**src/rtl/fsm_arbiter_rr.sv**
```systemverilog
// fsm_arbiter_rr
// N-requester grant arbiter with a registered one-hot grant, a mandatory idle
// cycle between owners and an optional bounded hold time (MAX_HOLD) that
// forces a contended owner to release.
//
// Build option: define FSM_ARB_ROUND_ROBIN_EN for round-robin selection
// starting at ptr. Leave it undefined for fixed lowest-index priority, with
// ptr tied to 0.

module fsm_arbiter_rr #(
    parameter  int NUM_REQ  = 4,
    parameter  int MAX_HOLD = 0,
    localparam int ID_W     = $clog2(NUM_REQ)
) (
    input  logic               clock,
    input  logic               reset,
    input  logic [NUM_REQ-1:0] req,
    output logic [NUM_REQ-1:0] gnt,
    output logic [ID_W-1:0]    gnt_id,
    output logic               gnt_valid,
    output logic               preempt
);

    localparam int HC_W = (MAX_HOLD < 1) ? 1 : $clog2(MAX_HOLD + 1);

    localparam logic [1:0] IDLE  = 2'd0;
    localparam logic [1:0] GRANT = 2'd1;
    localparam logic [1:0] PARK  = 2'd2;

    localparam logic [NUM_REQ-1:0] ONE_HOT_0 = {{(NUM_REQ-1){1'b0}}, 1'b1};

    logic [1:0]         state;
    logic [ID_W-1:0]    owner;
    logic [ID_W-1:0]    ptr;
    logic [HC_W-1:0]    hold_cnt;

    logic [ID_W-1:0]    winner;
    logic [ID_W-1:0]    scan_idx;
    logic               found;
    logic [NUM_REQ-1:0] owner_mask;
    logic               owner_req;
    logic               others_req;
    logic               hold_expired;
    logic               hold_can_inc;

    // Pick the first requester at or above ptr, wrapping around the agents
    always_comb begin
        winner   = '0;
        scan_idx = '0;
        found    = 1'b0;
        for (int i = 0; i < NUM_REQ; i++) begin
            scan_idx = ID_W'((int'(ptr) + i) % NUM_REQ);
            if (!found && req[scan_idx]) begin
                winner = scan_idx;
                found  = 1'b1;
            end
        end
    end

    // Owner release and contention conditions used while granting
    always_comb begin
        owner_mask   = ONE_HOT_0 << owner;
        owner_req    = req[owner];
        others_req   = |(req & ~owner_mask);
        hold_expired = (MAX_HOLD != 0) && (int'(hold_cnt) >= MAX_HOLD);
        hold_can_inc = (MAX_HOLD != 0) && (int'(hold_cnt) < MAX_HOLD);
    end

`ifdef FSM_ARB_ROUND_ROBIN_EN
    // Move priority to the agent just after each new owner
    always_ff @(posedge clock or negedge reset) begin
        if (!reset) begin
            ptr <= '0;
        end else if (state == IDLE && |req) begin
            ptr <= ID_W'((int'(winner) + 1) % NUM_REQ);
        end
    end
`else
    assign ptr = '0;
`endif

    // Main grant state machine with registered outputs
    always_ff @(posedge clock or negedge reset) begin
        if (!reset) begin
            state     <= IDLE;
            owner     <= '0;
            hold_cnt  <= '0;
            gnt       <= '0;
            gnt_id    <= '0;
            gnt_valid <= 1'b0;
            preempt   <= 1'b0;
        end else begin
            preempt <= 1'b0;
            case (state)
                IDLE: begin
                    if (|req) begin
                        state     <= GRANT;
                        owner     <= winner;
                        gnt       <= ONE_HOT_0 << winner;
                        gnt_id    <= winner;
                        gnt_valid <= 1'b1;
                        hold_cnt  <= HC_W'(1);
                    end
                end
                GRANT: begin
                    if (!owner_req) begin
                        state     <= IDLE;
                        gnt       <= '0;
                        gnt_valid <= 1'b0;
                    end else if (hold_expired && others_req) begin
                        state     <= PARK;
                        gnt       <= '0;
                        gnt_valid <= 1'b0;
                        preempt   <= 1'b1;
                    end else if (hold_can_inc) begin
                        hold_cnt <= hold_cnt + HC_W'(1);
                    end
                end
                PARK: begin
                    state <= IDLE;
                end
                default: begin
                    state     <= IDLE;
                    gnt       <= '0;
                    gnt_valid <= 1'b0;
                end
            endcase
        end
    end

endmodule

```
**config.mk**
```make
export PLATFORM = sky130hd
export DESIGN_NAME = fsm_arbiter_rr
export DESIGN_NICKNAME = d
export VERILOG_FILES = /design/src/rtl/fsm_arbiter_rr.sv
export SDC_FILE = /design/constraint.sdc
export NUM_CORES = 1
export LEC_CHECK = 0
export ABC_AREA = 1
export CAP_MARGIN = 10
export CORE_AREA = 2 2 39 41
export DETAILED_ROUTE_END_ITERATION = 12
export DIE_AREA = 0 0 41 43
export GPL_ROUTABILITY_DRIVEN = 0
export PLACE_DENSITY = 0.63
export SYNTH_ARGS = -nofsm -noshare
export SYNTH_HDL_FRONTEND = slang
export SYNTH_SLANG_ARGS = --single-unit
```
**constraint.sdc**
```tcl
create_clock -name clock -period 1 [get_ports clock]
set_input_delay 0.1 -clock clock [delete_from_list [all_inputs] [get_ports clock]]
set_output_delay 0.1 -clock clock [all_outputs]
set_load 0.01 [all_outputs]
```
==> reports/qor.json, run 1 <==
{
  "finalCritPeriodShare": {"value": 102, "unit": "%"},
  "instance_count_of_the_mapped_netlist": {"value": 52},
  "postSynth.topFlopCell": {"value": "dfrtp_1"},
  "cts_hold_buffers": {"value": 0},
  "syn_avg_cell_area": {"value": 8.01, "unit": "um^2"},
  "routedWlPerCell": {"value": 12.1, "unit": "um"},
  "final_period_minus_worst_setup_slack": {"value": 1.02, "unit": "ns"},
  "num_vias": {"value": 409},
  "path_buf_inv": {"value": 1},
  "cts_max_path_buffers": {"value": 2},
  "critPathMaxStageDelay": {"value": 0.40, "unit": "ns"},
  "cts_tree": {"value": "yes"},
  "clockRootBuffer": {"value": "clkbuf_4"},
  "layout.area.seq": {"value": 175, "unit": "um^2"},
  "worstSetupPathType": {"value": "flip-flop to flip-flop"},
  "dr.pass1.iters": {"value": 4},
  "final_max_slew_viol_count": {"value": 0},
  "placement.cell_area": {"value": 587, "unit": "um^2"},
  "outcome": {"value": "finished, violations left"},
  "cts.reportedPaths.clkPinSlew": {"value": 0.05, "unit": "ns"},
  "synth_largest_type_area_fraction": {"value": 42.0, "unit": "%"},
  "layout-drive-gt1-share": {"value": 46.1, "unit": "%"},
  "floorplan.die.height": {"value": 43, "unit": "um"},
  "core_region_area": {"value": 0.00138, "unit": "mm^2"},
  "maxClockFrequency": {"value": 0.983, "unit": "GHz"},
  "dp_cell_count": {"value": 84},
  "clock_skew_after_layout": {"value": 0.00253, "unit": "ns"},
  "post-dp-hpwl": {"value": 752, "unit": "um"},
  "vdd_ir_drop_max": {"value": 1.14, "unit": "mV"},
  "setup.worst_path.end_class": {"value": "flip-flop"},
  "rsz0062_at_grt": {"value": "true"},
  "setup.worst_path.start_class": {"value": "flip-flop"},
  "ys_seq_area_share": {"value": 42.0, "unit": "%"},
  "diodes": {"value": 0},
  "number_of_buffers_created_by_cts": {"value": 3},
  "global_route.usage.total": {"value": 14.1, "unit": "%"},
  "crit_top_cell": {"value": "nand2_2"},
  "initial_utilization": {"value": 30.1, "unit": "%"},
  "timing.max_cap.violations": {"value": 0},
  "yosys.area.top_type": {"value": "dfrtp_1"},
  "worstReg2RegStart": {"value": "gnt_id[0]"},
  "finalHoldViolations": {"value": 0},
  "drcViolationCount": {"value": 0},
  "fill_count": {"value": 147},
  "total_grt_overflow": {"value": 0},
  "p_leak": {"value": 0.364, "unit": "nW"},
  "cts.htree.levels": {"value": 1},
  "timing.critical_path.slowest_stage_cell": {"value": "dfrtp_1"},
  "yosys.cell_types.count": {"value": 16},
  "synthMostInstantiatedCell": {"value": "nand2_1"},
  "postLayoutSetupSlackWorst": {"value": -0.0169, "unit": "ns"},
  "synthTopCellsByArea": {"value": "dfrtp_1 42%, nand2_1 14%, nand3_1 13%, bufinv_8 4.2%, o21ai_2 4.2%"},
  "postRouteAntennaNets": {"value": 0},
  "worstPathMaxFanout": {"value": 4},
  "multi_input_comb_area": {"value": 240, "unit": "um^2"},
  "timing.final.setup_violations": {"value": 4},
  "clkLatencyLatePin": {"value": 0.25, "unit": "ns"},
  "synth_warnings": {"value": 0},
  "synthesized_netlist_net_count": {"value": 58},
  "post_synth_instance_area": {"value": 417, "unit": "um^2"},
  "routed_wirelength": {"value": 1110, "unit": "um"},
  "postSynthRegisterBits": {"value": 7},
  "asyncSetResetFlopFracSynth": {"value": 100, "unit": "%"},
  "worst_path_dominant_cell_family": {"value": "simple AND/OR/NAND/NOR gates"},
  "setup_slack_of_the_most_critical_reg_to_reg_path": {"value": -0.02, "unit": "ns"},
  "finish.net_count": {"value": 83},
  "row_count": {"value": 14},
  "maximum_number_of_pins_on_one_net_before_global_route_repair": {"value": 8},
  "fin_tns_setup": {"value": -0.0456, "unit": "ns"},
  "synth_edf_count": {"value": 0},
  "stdcell_area": {"value": 676, "unit": "um^2"},
  "reg2reg_depth": {"value": 7},
  "regToRegEndpoint": {"value": "gnt[2]"},
  "failed_checks": {"value": "negative setup slack"},
  "critical_path_required": {"value": 1.13, "unit": "ns"},
  "hp-class": {"value": "input pin to asynchronous set/reset pin"},
  "grt_pass1_wl": {"value": 1620, "unit": "um"},
  "area.growth.synth_to_final": {"value": 62.2, "unit": "%"},
  "timing.critical_path.cells": {"value": "inv_2 > nand2_2 > nand3_2 > nand2_2 > nand2_4 > nand3_1 > nand2_1"},
  "instances_no_fill": {"value": 92},
  "grt_pass1_vias": {"value": 377},
  "detail_route.vias_per_cell": {"value": 4.45},
  "io_pins": {"value": 14},
  "cp_data_arrival_time": {"value": 1.15, "unit": "ns"},
  "antenna_violations_before_repair": {"value": 0},
  "drt-initial-drc-count": {"value": 4},
  "die_area": {"value": 0.00176, "unit": "mm^2"},
  "power_density": {"value": 2590, "unit": "mW/mm^2"},
  "numPortBuffers": {"value": 12},
  "clock_sinks": {"value": 7},
  "top_cell_types_by_occurrence_after_synthesis": {"value": "16 x nand2_1, 11 x nand3_1, 7 x dfrtp_1, 4 x inv_1"},
  "dieWidth": {"value": 41, "unit": "um"}
}
[sequential cells by signal (all words and copies together), names as in the netlist]
register   flops
gnt            4
gnt_valid      1
gnt_id         2
[repair_timing]
action,4_1_cts,5_1_grt
pin swaps,3,4
endpoints found under the setup margin,13,10
gates resized for setup,26,9
setup buffers,4,0
[cell families after synthesis]
logic type      share of synthesized area [%]
other cells                             0.900
buf+inv                                  12.0
simple gates                             40.8
flops                                    42.0
compound gates                           4.20
[worst register-to-register path: stages, from the launching register on]
cell and delay (ns):
dfrtp_1 0.40, inv_2 0.08, nand2_2 0.06, nand3_2 0.08
nand2_2 0.10, nand2_4 0.08, nand3_1 0.07, nand2_1 0.05
[stage by stage]
step,hold WS [ns],setup slack [ns],util (%),power (mW)
after CTS,0.119,-0.0240,48.3,1.72
after floorplan,-0.196,0.00817,-,0.974
after global placement,0.386,-0.277,42.4,1.39
after global routing,0.136,-0.0811,48.8,1.88
after detailed placement,0.390,-0.310,42.4,1.39
final,0.119,-0.0169,48.8,1.75
[power by group]
part | switching, mW | internal, mW | leakage [nW]
clock | 0.101 | 0.152 | 0.0150
combinational | 0.544 | 0.468 | 0.258
sequential | 0.0910 | 0.393 | 0.0906
[routing by layer]
layer  up-vias  global-route usage [%]  part of all wire [%]
met5         -                       0                     0
met4         0                    10.0                   1.1
li1        212                       -                     -
met3         2                    1.57                   3.2
met1       189                    20.6                    45
met2         6                    18.4                    51
[layout make-up]
type	instances	area share [%]
Inverter	7	6.30
Multi-Input combinational cell	37	35.6
Tap cell	16	2.96
Sequential cell	7	25.9
Clock buffer	4	3.89
Timing Repair Buffer	21	25.4
[cell usage in the layout (no fill, tap or decap), types with 3 or more instances in the layout]
cell,instances
nand2_1,12
buf_4,9
dfrtp_1,7
nand3_2,6
nand3_1,6
nand2_2,4
inv_1,3
clkbuf_4,3
clkdlybuf4s15_1,3
[worst max path at each step]
stage	slack, ns	cells after the start	startpoint	end
final	-0.02	7	gnt_id[0]	gnt[2]
after floorplan	0.008	7	gnt_id[0]	gnt[0]
after global routing	-0.08	7	gnt_id[0]	gnt[3]
after detailed placement	-0.31	7	req[1]	gnt_id[0]
after CTS	-0.02	7	gnt_id[0]	gnt[2]
after global placement	-0.28	7	req[1]	gnt_id[0]
No activity file was read; power rests on OpenSTA's default activity.
==> run 2, diff against run 1 <==
- CTS_BUF_LIST: not set -> sky130_fd_sc_hd__clkbuf_4
==> run 2 against run 1 <==
  * The run still ends with negative setup slack left
  * Die area is the same
  * Utilization shrank 0.090 points
  * Power grew 1.1%
  * Setup slack gained 0.00087 ns
  * Non-clock buffer count is the same
  * Worst hold slack lost 0.00093 ns
  * Clock power grew 11%
  * Largest power group unchanged
  * Sequential power is essentially flat
==> reports/qor.json, run 2 (synthesis results as in run 1) <==
{
  "io_pins": {"value": 14, "change": "unchanged"},
  "maximum_number_of_pins_on_one_net_before_global_route_repair": {"value": 8, "change": "unchanged"},
  "grt_pass1_vias": {"value": 377, "change": "unchanged"},
  "diodes": {"value": 0, "change": "unchanged"},
  "outcome": {"value": "finished, violations left"},
  "cts_hold_buffers": {"value": 0, "change": "unchanged"},
  "maxClockFrequency": {"value": 0.984, "unit": "GHz", "change": "about the same"},
  "num_vias": {"value": 409, "change": "unchanged"},
  "stdcell_area": {"value": 674, "unit": "um^2", "change": "-0.19%"},
  "finish.net_count": {"value": 83, "change": "unchanged"},
  "cts_max_path_buffers": {"value": 2, "change": "unchanged"},
  "fill_count": {"value": 146, "change": "-0.68%"},
  "die_area": {"value": 0.00176, "unit": "mm^2", "change": "unchanged"},
  "dp_cell_count": {"value": 84, "change": "unchanged"},
  "final_max_slew_viol_count": {"value": 0, "change": "unchanged"},
  "row_count": {"value": 14, "change": "unchanged"},
  "finalCritPeriodShare": {"value": 102, "unit": "%", "change": "about the same"},
  "grt_pass1_wl": {"value": 1630, "unit": "um", "change": "+0.43%"},
  "placement.cell_area": {"value": 587, "unit": "um^2", "change": "unchanged"},
  "vdd_ir_drop_max": {"value": 0.977, "unit": "mV", "change": "-14%"},
  "core_region_area": {"value": 0.00138, "unit": "mm^2", "change": "unchanged"},
  "timing.critical_path.cells": {"value": "inv_2 > nand2_2 > nand3_2 > nand3_1 > nand3_1 > nand2_1"},
  "worstSetupPathType": {"value": "flip-flop to flip-flop"},
  "flip_flop_count_of_the_largest_register_all_copies_and_words_added": {"value": 4, "change": "unchanged"},
  "cts_tree": {"value": "yes"},
  "instances_no_fill": {"value": 92, "change": "unchanged"},
  "postRouteAntennaNets": {"value": 0, "change": "unchanged"},
  "clkLatencyLatePin": {"value": 0.25, "unit": "ns", "change": "about the same"},
  "clock_sinks": {"value": 7, "change": "unchanged"},
  "hp-class": {"value": "input pin to asynchronous set/reset pin"},
  "initial_utilization": {"value": 30.1, "unit": "%", "change": "unchanged"},
  "timing.max_cap.violations": {"value": 0, "change": "unchanged"},
  "failed_checks": {"value": "negative setup slack"},
  "cts.htree.levels": {"value": 1, "change": "unchanged"},
  "most_used_cells_in_the_layout_excluding_fill_and_tap_cells": {"value": "12 x nand2_1, 9 x buf_4, 7 x dfrtp_1, 6 x nand3_2, 6 x nand3_1"},
  "detail_route.vias_per_cell": {"value": 4.45, "change": "unchanged"},
  "drcViolationCount": {"value": 0, "change": "unchanged"},
  "largestRegisters": {"value": "gnt (4), gnt_id (2), gnt_valid (1)"},
  "clockRootBuffer": {"value": "clkbuf_4"},
  "area.growth.synth_to_final": {"value": 61.9, "unit": "%"},
  "power_density": {"value": 2620, "unit": "mW/mm^2", "change": "+1.3%"},
  "postLayoutSetupSlackWorst": {"value": -0.0161, "unit": "ns", "change": "+0.000869 ns"},
  "numPortBuffers": {"value": 12, "change": "unchanged"},
  "routedWlPerCell": {"value": 12.1, "unit": "um", "change": "unchanged"},
  "drt-initial-drc-count": {"value": 5, "change": "+1"},
  "critPathMaxStageDelay": {"value": 0.41, "unit": "ns", "change": "about the same"},
  "layout.cells.most_common": {"value": "nand2_1"},
  "total_grt_overflow": {"value": 0, "change": "unchanged"},
  "fin_tns_setup": {"value": -0.0435, "unit": "ns", "change": "+0.00204 ns"},
  "pre_cts_slack": {"value": -0.310, "unit": "ns", "change": "unchanged"},
  "finalHoldViolations": {"value": 0, "change": "unchanged"},
  "routed_wirelength": {"value": 1110, "unit": "um", "change": "unchanged"},
  "crit_top_cell": {"value": "nand3_1"},
  "p_leak": {"value": 0.367, "unit": "nW", "change": "+0.89%"},
  "antenna_violations_before_repair": {"value": 0, "change": "unchanged"},
  "floorplan.die.height": {"value": 43, "unit": "um", "change": "unchanged"},
  "setup.worst_path.start_class": {"value": "flip-flop"},
  "cp_data_arrival_time": {"value": 1.15, "unit": "ns", "change": "about the same"},
  "worstPathMaxFanout": {"value": 4, "change": "unchanged"},
  "dr.pass1.iters": {"value": 4, "change": "unchanged"},
  "critical_path_required": {"value": 1.13, "unit": "ns", "change": "about the same"},
  "biggest_register": {"value": "gnt"},
  "layout-drive-gt1-share": {"value": 48.7, "unit": "%", "change": "+2.6 points"},
  "timing.final.setup_violations": {"value": 4, "change": "unchanged"},
  "post-dp-hpwl": {"value": 752, "unit": "um", "change": "unchanged"},
  "timing.critical_path.slowest_stage_cell": {"value": "dfrtp_1"},
  "clock_skew_after_layout": {"value": 0.00312, "unit": "ns", "change": "+0.000586 ns"},
  "dieWidth": {"value": 41, "unit": "um", "change": "unchanged"},
  "rsz0062_at_grt": {"value": "true"},
  "worst_path_dominant_cell_family": {"value": "flip-flops"},
  "final_layout_worst_hold_slack": {"value": 0.118, "unit": "ns", "change": "-0.000930 ns"},
  "final_period_minus_worst_setup_slack": {"value": 1.02, "unit": "ns", "change": "-0.000869 ns"},
  "post-layout-total-power": {"value": 1.77, "unit": "mW", "change": "+1.1%"},
  "final_util": {"value": 48.7, "unit": "%", "change": "-0.090 points"},
  "cts.reportedPaths.clkPinSlew": {"value": 0.05, "unit": "ns", "change": "about the same"},
  "setup.worst_path.end_class": {"value": "flip-flop"},
  "global_route.usage.total": {"value": 14.4, "unit": "%", "change": "+0.30 points"},
  "number_of_buffers_created_by_cts": {"value": 3, "change": "unchanged"},
  "path_buf_inv": {"value": 1, "change": "unchanged"}
}
run 2: cell count changes in the layout (fill, tap and decap cells not counted), sizes merged:
cell	before	now
clkdlybuf4s15	3	2
clkbuf	6	7
run 2: area by class of cell:
cell class / count / area (um^2) / area share [%]
multi-input combinational: 37 / 240 / 35.6
sequential: 7 / 175 / 26.0
timing repair buffer: 21 / 166 / 24.7
inverter: 7 / 42.5 / 6.31
clock buffer: 4 / 30.0 / 4.45
tap: 16 / 20.0 / 2.97
run 2: routing by layer:
layer	global-route usage, %	wire [um]	up-vias
met4	12.0	8	0
met1	20.6	506	187
met2	18.4	559	6
li1	-	-	214
met5	0	0	-
met3	1.57	35	2
run 2: final timing paths:
check                           slack, ns  cells past startpoint        end       from
worst max-delay path                -0.02                      6     gnt[0]  gnt_id[0]
worst min-delay path                 0.12                      1  gnt_id[1]      reset
worst max register to register      -0.02                      6     gnt[0]  gnt_id[0]
worst min register to register       0.50                      2     gnt[2]     gnt[2]
max in group asynchronous            0.63                      1     gnt[3]      reset
min in group clock                   0.24                      3     gnt[2]     req[2]
run 2: repair_timing:
action | 4_1_cts | 5_1_grt
setup endpoints to repair | 13 | 11
pin swaps | 3 | 4
gates resized for setup | 26 | 10
setup buffers | 4 | 0
cloned | 0 | 0
run 2: where the power goes:
part	switching [mW]	leakage (nW)	total (mW)	internal, mW
clock	0.102	0.0184	0.281	0.179
sequential	0.0905	0.0906	0.483	0.393
combinational	0.543	0.258	1.00	0.460
total	0.735	0.367	1.77	1.03
